**src/rtl/fetch_redirect_control_pkg.sv**
```systemverilog
// Shared definitions for the fetch redirect controller: FSM encoding,
// reset PC and instruction alignment helpers.
package fetch_redirect_control_pkg;

    typedef enum logic [1:0] {
        RUN   = 2'd0,
        STALL = 2'd1,
        PEND  = 2'd2
    } redirectState_t;

    localparam logic [31:0] RESET_PC         = 32'h0000_3000;
    localparam logic [31:0] INSTR_ALIGN_MASK = 32'hFFFF_FFFC;

    function automatic logic [31:0] alignTarget(input logic [31:0] addr, input bit checkEn);
        return checkEn ? (addr & INSTR_ALIGN_MASK) : addr;
    endfunction

    function automatic logic isMisaligned(input logic [1:0] lowBits, input bit checkEn);
        return checkEn && (lowBits != 2'b00);
    endfunction

endpackage

```
**src/rtl/fetch_redirect_control_if.sv**
```systemverilog
// Handshake bundle between the ID/hazard side and the fetch redirect controller.
interface fetch_redirect_control_if #(
    parameter int CNT_W = 4
);
    logic             brValid;
    logic             brTaken;
    logic [31:0]      brTarget;
    logic             stallReq;
    logic [CNT_W-1:0] stallCycles;
    logic             freezeAck;
    logic             jumpEnabled;
    logic [31:0]      jumpInput;
    logic             setFreezeTime;
    logic             flushIFID;
    logic             busy;
    logic             errMisalign;
    logic             errOverrun;

    modport master (
        output brValid, brTaken, brTarget, stallReq, stallCycles, freezeAck,
        input  jumpEnabled, jumpInput, setFreezeTime, flushIFID, busy,
               errMisalign, errOverrun
    );

    modport slave (
        input  brValid, brTaken, brTarget, stallReq, stallCycles, freezeAck,
        output jumpEnabled, jumpInput, setFreezeTime, flushIFID, busy,
               errMisalign, errOverrun
    );
endinterface

```
**src/rtl/fetch_redirect_control_stall_counter.sv**
```systemverilog
// Freeze-length down-counter: loads max(req,1), decrements while active and
// merges new requests so a running freeze is never shortened.
module fetch_redirect_control_stall_counter #(
    parameter int CNT_W = 4
) (
    input  logic             clock,
    input  logic             reset,
    input  logic             start,
    input  logic             active,
    input  logic             mergeReq,
    input  logic [CNT_W-1:0] reqCycles,
    output logic             nextZero
);
    logic [CNT_W-1:0] count;
    logic [CNT_W-1:0] countNext;
    logic [CNT_W-1:0] reqMin1;
    logic [CNT_W-1:0] decremented;

    always_comb begin
        reqMin1     = (reqCycles == '0) ? CNT_W'(1) : reqCycles;
        decremented = (count == '0) ? '0 : count - CNT_W'(1);
        countNext   = count;
        if (start) begin
            countNext = reqMin1;
        end else if (active) begin
            countNext = decremented;
            if (mergeReq && (reqMin1 > decremented)) begin
                countNext = reqMin1;
            end
        end
    end

    always_ff @(posedge clock or posedge reset) begin
        if (reset) begin
            count <= '0;
        end else begin
            count <= countNext;
        end
    end

    // The FSM decides on the post-update value, so expose it directly.
    assign nextZero = (countNext == '0);

endmodule

```
**src/rtl/fetch_redirect_control.sv**
```systemverilog
// Fetch redirect controller: sequences PC freezes and branch redirects,
// buffering a redirect that arrives while the PC is frozen.
//
// state | meaning
// RUN   | no freeze; taken branches redirect the PC immediately
// STALL | freeze counting, no redirect buffered
// PEND  | freeze counting, redirect buffered in pendReg
module fetch_redirect_control
    import fetch_redirect_control_pkg::*;
#(
    parameter int CNT_W       = 4,
    parameter bit ALIGN_CHECK = 1'b1
) (
    input  logic                     clock,
    input  logic                     reset,
    fetch_redirect_control_if.slave  bus
);
    redirectState_t state;
    redirectState_t stateNext;

    logic [31:0] pendReg;
    logic [31:0] pendNext;
    logic        jumpEnNext;
    logic [31:0] jumpInNext;
    logic        freezeNext;
    logic        flushNext;
    logic        errMisNext;
    logic        errOvrNext;

    logic        taken;
    logic [31:0] target;
    logic        misaligned;
    logic        cntNextZero;
    logic        cntStart;
    logic        cntActive;

    assign taken      = bus.brValid & bus.brTaken;
    assign target     = alignTarget(bus.brTarget, ALIGN_CHECK);
    assign misaligned = isMisaligned(bus.brTarget[1:0], ALIGN_CHECK);
    assign cntStart   = (state == RUN) && bus.stallReq;
    assign cntActive  = (state != RUN);

    fetch_redirect_control_stall_counter #(
        .CNT_W (CNT_W)
    ) uStallCounter (
        .clock     (clock),
        .reset     (reset),
        .start     (cntStart),
        .active    (cntActive),
        .mergeReq  (bus.stallReq),
        .reqCycles (bus.stallCycles),
        .nextZero  (cntNextZero)
    );

    always_ff @(posedge clock or posedge reset) begin
        if (reset) begin
            state             <= RUN;
            pendReg           <= '0;
            bus.jumpEnabled   <= 1'b0;
            bus.jumpInput     <= RESET_PC;
            bus.setFreezeTime <= 1'b0;
            bus.flushIFID     <= 1'b0;
            bus.busy          <= 1'b0;
            bus.errMisalign   <= 1'b0;
            bus.errOverrun    <= 1'b0;
        end else begin
            state             <= stateNext;
            pendReg           <= pendNext;
            bus.jumpEnabled   <= jumpEnNext;
            bus.jumpInput     <= jumpInNext;
            bus.setFreezeTime <= freezeNext;
            bus.flushIFID     <= flushNext;
            bus.busy          <= (stateNext != RUN);
            bus.errMisalign   <= errMisNext;
            bus.errOverrun    <= errOvrNext;
        end
    end

    always_comb begin
        stateNext  = state;
        pendNext   = pendReg;
        jumpEnNext = 1'b0;
        jumpInNext = bus.jumpInput;
        freezeNext = 1'b0;
        flushNext  = 1'b0;
        errMisNext = bus.errMisalign | (taken & misaligned);
        // A freeze the PC did not acknowledge is a protocol error.
        errOvrNext = bus.errOverrun | (bus.setFreezeTime & ~bus.freezeAck);

        case (state)
            RUN: begin
                if (bus.stallReq) begin
                    freezeNext = 1'b1;
                    if (taken) begin
                        pendNext  = target;
                        stateNext = PEND;
                    end else begin
                        stateNext = STALL;
                    end
                end else if (taken) begin
                    jumpEnNext = 1'b1;
                    flushNext  = 1'b1;
                    jumpInNext = target;
                end
            end
            STALL: begin
                if (cntNextZero) begin
                    stateNext = RUN;
                    if (taken) begin
                        jumpEnNext = 1'b1;
                        flushNext  = 1'b1;
                        jumpInNext = target;
                    end
                end else begin
                    freezeNext = 1'b1;
                    if (taken) begin
                        pendNext  = target;
                        stateNext = PEND;
                    end
                end
            end
            PEND: begin
                if (taken) begin
                    pendNext   = target;
                    errOvrNext = 1'b1;
                end
                if (cntNextZero) begin
                    stateNext  = RUN;
                    jumpEnNext = 1'b1;
                    flushNext  = 1'b1;
                    jumpInNext = taken ? target : pendReg;
                end else begin
                    freezeNext = 1'b1;
                end
            end
            default: begin
                stateNext = RUN;
            end
        endcase
    end

endmodule

```
**src/flat_wrapper.sv**
```systemverilog
// flat-port wrapper written by rule: the top's interface ports become plain ports
module fetch_redirect_control_flat import fetch_redirect_control_pkg::*;
#(
    parameter int CNT_W       = 4,
    parameter bit ALIGN_CHECK = 1'b1
)
  (clock, reset, bus_brValid, bus_brTaken, bus_brTarget, bus_stallReq, bus_stallCycles, bus_freezeAck, bus_jumpEnabled, bus_jumpInput, bus_setFreezeTime, bus_flushIFID, bus_busy, bus_errMisalign, bus_errOverrun);
  fetch_redirect_control_if #(.CNT_W(CNT_W)) bus_i ();
  input  logic clock;
  input  logic reset;
  input wire logic [$bits(bus_i.brValid)-1:0] bus_brValid;
  input wire logic [$bits(bus_i.brTaken)-1:0] bus_brTaken;
  input wire logic [$bits(bus_i.brTarget)-1:0] bus_brTarget;
  input wire logic [$bits(bus_i.stallReq)-1:0] bus_stallReq;
  input wire logic [$bits(bus_i.stallCycles)-1:0] bus_stallCycles;
  input wire logic [$bits(bus_i.freezeAck)-1:0] bus_freezeAck;
  output wire logic [$bits(bus_i.jumpEnabled)-1:0] bus_jumpEnabled;
  output wire logic [$bits(bus_i.jumpInput)-1:0] bus_jumpInput;
  output wire logic [$bits(bus_i.setFreezeTime)-1:0] bus_setFreezeTime;
  output wire logic [$bits(bus_i.flushIFID)-1:0] bus_flushIFID;
  output wire logic [$bits(bus_i.busy)-1:0] bus_busy;
  output wire logic [$bits(bus_i.errMisalign)-1:0] bus_errMisalign;
  output wire logic [$bits(bus_i.errOverrun)-1:0] bus_errOverrun;
  assign bus_i.brValid = bus_brValid;
  assign bus_i.brTaken = bus_brTaken;
  assign bus_i.brTarget = bus_brTarget;
  assign bus_i.stallReq = bus_stallReq;
  assign bus_i.stallCycles = bus_stallCycles;
  assign bus_i.freezeAck = bus_freezeAck;
  assign bus_jumpEnabled = bus_i.jumpEnabled;
  assign bus_jumpInput = bus_i.jumpInput;
  assign bus_setFreezeTime = bus_i.setFreezeTime;
  assign bus_flushIFID = bus_i.flushIFID;
  assign bus_busy = bus_i.busy;
  assign bus_errMisalign = bus_i.errMisalign;
  assign bus_errOverrun = bus_i.errOverrun;
  fetch_redirect_control #(.CNT_W(CNT_W), .ALIGN_CHECK(ALIGN_CHECK)) u_core (.clock(clock), .reset(reset), .bus(bus_i));
endmodule
```
**config.mk**
```make
export PLATFORM = sky130hd
export DESIGN_NAME = fetch_redirect_control_flat
export DESIGN_NICKNAME = d
export VERILOG_FILES = /design/src/rtl/fetch_redirect_control_pkg.sv /design/src/rtl/fetch_redirect_control_if.sv /design/src/rtl/fetch_redirect_control_stall_counter.sv /design/src/rtl/fetch_redirect_control.sv /design/src/flat_wrapper.sv
export SDC_FILE = /design/constraint.sdc
export NUM_CORES = 1
export LEC_CHECK = 0
export BUFFER_PORTS_ARGS = -buffer_cell sky130_fd_sc_hd__clkbuf_2
export CAP_MARGIN = 5
export CORE_AREA = 2 2 84 86
export CTS_BUF_LIST = sky130_fd_sc_hd__clkbuf_4
export DETAILED_ROUTE_END_ITERATION = 16
export DIE_AREA = 0 0 86 88
export PLACE_DENSITY = 0.8
export SYNTH_ARGS = -nofsm -noshare
export SYNTH_HDL_FRONTEND = slang
export SYNTH_SLANG_ARGS = --single-unit
```
**constraint.sdc**
```tcl
create_clock -name clock -period 3.8 [get_ports clock]
set_input_delay 0.38 -clock clock [delete_from_list [all_inputs] [get_ports clock]]
set_output_delay 0.38 -clock clock [all_outputs]
set_load 0.01 [all_outputs]
```
==> out/qor.yml <==
run_status:
  status: "finished, final reports clean"
drt:
  drt_pre_antenna_iters: 4
  finalWirelength_um: 6850
  initialDrtViolationCount: 85
  drc: 0
  num_vias: 2372
  viasPerCell: 5.39
  antenna_left: 0
  wire_per_inst_um: 15.6
logic_synthesis:
  ys_ff_latch: 75
  synth.distinct_cells: 38
  yosysWarnings: 0
  seq_area_frac_synth: 0.520
  syn_area_mm2: 0.00361
  postSynthCellCount: 276
  synth_area_per_cell_um2: 13.1
  synth.net_count: 326
clocking:
  clkLatencyLatePin_ns: 0.42
  cts_tree: "yes"
  cts_made_buffers: 9
  cts_sinks: 75
  clkTransAtPathRegs_ns: 0.14
  htreeDepth: 3
  max-clock-path-buffers: 2
  clockRootBuffer: "clkbuf_4"
layout:
  diodes: 0
  fillers: 528
  syn2layout_area_growth_pct: 17.4
  nNetsFinal: 405
  drive_gt1_frac: 0.494
sta:
  min_period_ns: 3.59
  maxSlewViolCount: 0
  hold_ws_ns: 0.0676
  tightestPinTransition_ns: 0.762
  fmax_ghz: 0.279
  grt_setup_unrepaired: "false"
  skew_ns: 0.0183
  report.final.hold_viol_count: 0
  tns_ns: 0
  relSlewSlack: 0.491
  setup-violations-final: 0
  finalCritPeriodShare: 0.945
setup_path:
  cp.arrival_ns: 3.87
  critPathLaunchType: "register"
  cp-end-kind: "register"
  r2r_end: "u_core.bus.jumpInput[29]$_DFFE_PP0P_"
  regToRegSetupSlack_ns: 0.21
  reg2reg_depth: 11
  crit_required_ns: 4.08
  path_max_fanout: 14
  critPathKind: "reg -> reg"
  r2r_start: "u_core.uStallCounter.count[0]$_DFF_PP0_"
power_and_ir_drop:
  vdd_drop_max_uv: 430
  finalPower_w: 0.00332
  power_frac_comb: 0.416
  power.internal_w: 0.00218
  pwr-share-clk: 0.166
  power_switching_w: 0.00114
  seq_power_share: 0.418
  switching_share: 0.343
  powerDensity_mw_per_mm2: 784
  power.leakage_nw: 1.98
placed_design:
  io_buffer_count: 79
  gp_congestion: 0.856
  dp_hpwl_um: 5060
grt:
  grt_pass1_vias: 2400
  grt_max_degree: 40
  track_usage: 0.197
  antenna_found_initial: 0
  grt_overflow_total: 0
  grt_first_pass_wirelength_um: 11500
floorplan:
  fp-row-count: 30
  start_util: 0.544
  die_width_um: 86
  dieHeight_um: 88
  die-area_mm2: 0.00757
  core-area_mm2: 0.00664
  pin_count: 80
flow_run:
  drv_cap: 0
hold_path:
  hold_path.class: "in -> async"
-- power groups by stage --
stage | registers (W) | logic (W) | clock network [W]
final | 0.00139 | 0.00138 | 0.000551
after global routing | 0.00144 | 0.00154 | 0.000604
after CTS | 0.00139 | 0.00140 | 0.000563
after detailed placement | 0.00141 | 0.00140 | 0
after global placement | 0.00138 | 0.00136 | 0
after floorplan | 0.00144 | 0.000933 | 0
-- cell usage after synthesis, drive strengths merged --
master / count / area share
a211oi: 1 / 0.0021
a21oi: 10 / 0.017
a221o: 1 / 0.0028
a221oi: 1 / 0.0024
a22o: 2 / 0.0048
a22oi: 1 / 0.0021
a2bb2oi: 3 / 0.0073
and2: 3 / 0.0052
buf: 9 / 0.024
clkbuf: 8 / 0.0083
dfrtp: 73 / 0.51
dfstp: 2 / 0.015
ha: 8 / 0.028
inv: 12 / 0.012
mux2: 88 / 0.27
mux2i: 3 / 0.0083
nand2: 8 / 0.0083
nand3: 1 / 0.0014
nand4: 1 / 0.0017
nor2: 10 / 0.010
nor2b: 2 / 0.0035
nor3: 5 / 0.0083
nor3b: 1 / 0.0021
o21a: 3 / 0.0062
o21ai: 10 / 0.017
o21bai: 2 / 0.0042
o2bb2ai: 3 / 0.0073
o31a: 1 / 0.0024
o31ai: 1 / 0.0035
or2: 1 / 0.0017
or3: 1 / 0.0017
or4: 1 / 0.0021
-- worst max-delay path, cell delays in order (launching register included) --
cell,delay [ns]
dfrtp_1,0.46
or3_1,0.43
o21a_1,0.20
ha_1,0.29
o21a_1,0.12
o31ai_2,0.09
a22o_1,0.21
o31a_1,0.29
or4_4,0.60
a21oi_4,0.19
buf_4,0.25
mux2_1,0.35
-- layout by cell type (no fill, tap or decap), types with 2 or more instances in the layout --
cell type / n
nor2b_1: 2
mux2_2: 68
o21bai_1: 2
dfstp_2: 2
bufinv_16: 2
o21ai_0: 9
a2bb2oi_1: 3
nor3_1: 4
clkbuf_2: 79
buf_12: 3
o21a_1: 3
nor2_1: 10
clkbuf_4: 10
mux2i_1: 3
a22o_1: 2
a21oi_1: 9
nand2_1: 8
and2_1: 3
ha_1: 8
dfrtp_1: 73
buf_4: 3
o2bb2ai_1: 3
clkinv_2: 2
inv_1: 11
mux2_1: 20
-- registers in the layout (all words and copies together), names as in the netlist --
| name | count |
|---|---|
| u_core.uStallCounter.count | 4 |
| u_core.bus.flushIFID | 1 |
| u_core.bus.busy | 1 |
| u_core.state | 2 |
| u_core.bus.jumpInput | 32 |
| u_core.pendReg | 32 |
| u_core.bus.errMisalign | 1 |
| u_core.bus.errOverrun | 1 |
| u_core.bus.setFreezeTime | 1 |
-- metrics by stage --
stage           util  std cells  setup WS (ns)  instance area (um2)
2_1_floorplan      -        276          0.394                 3610
5_1_grt        0.639        440         0.0502                 4240
3_3_place_gp   0.614        424          0.169                 4080
3_5_place_dp   0.614        424         0.0757                 4080
4_1_cts        0.638        440         0.0658                 4240
6_report       0.639        440          0.210                 4240
-- routing by layer --
metal,vias to the layer above,GRT usage,part of all wire
li1,1143,-,-
met1,1172,0.249,0.43
met2,49,0.327,0.51
met3,8,0.0528,0.048
met4,0,0.0750,0.012
met5,-,0,0
-- cell type report --
type,instances,area (um2),share of cell area
inverter,12,45.0,0.0106
timing repair buffer,85,478,0.113
multi-input combinational,172,1580,0.372
tap,80,100,0.0236
clock inverter,6,87.6,0.0206
clock buffer,10,75.1,0.0177
sequential,75,1880,0.443
-- worst max-delay path by stage --
| stage | startpoint | to | slack [ns] | depth (start not counted) |
|---|---|---|---|---|
| CTS | u_core.uStallCounter.count[0]$_DFF_PP0_ | u_core.bus.jumpInput[29]$_DFFE_PP0P_ | 0.07 | 11 |
| detailed placement | u_core.uStallCounter.count[0]$_DFF_PP0_ | u_core.bus.jumpInput[24]$_DFFE_PP0P_ | 0.08 | 11 |
| global placement | u_core.uStallCounter.count[0]$_DFF_PP0_ | u_core.bus.jumpInput[25]$_DFFE_PP0P_ | 0.17 | 11 |
| finish | u_core.uStallCounter.count[0]$_DFF_PP0_ | u_core.bus.jumpInput[29]$_DFFE_PP0P_ | 0.21 | 11 |
| floorplan | u_core.uStallCounter.count[0]$_DFF_PP0_ | u_core.bus.jumpInput[11]$_DFFE_PP0P_ | 0.39 | 12 |
| global route | u_core.uStallCounter.count[0]$_DFF_PP0_ | u_core.bus.jumpInput[29]$_DFFE_PP0P_ | 0.05 | 11 |
-- logic make-up after synthesis --
group / after synthesis / synth area share
adder cells (fa/ha/maj): 8 / 0.0277
multiplexers: 91 / 0.283
buffers and inverters: 29 / 0.0443
AO/OA/AOI/OAI: 39 / 0.0790
AND/OR/NAND/NOR: 34 / 0.0464
flip-flops: 75 / 0.520
-- timing repair --
action / CTS / global route
hold buffers: 0 / 0
gates resized for setup: 0 / 1
endpoints found under the setup margin: 0 / 46
buffers inserted: 0 / 0
Power figures use the tool's default switching activity.
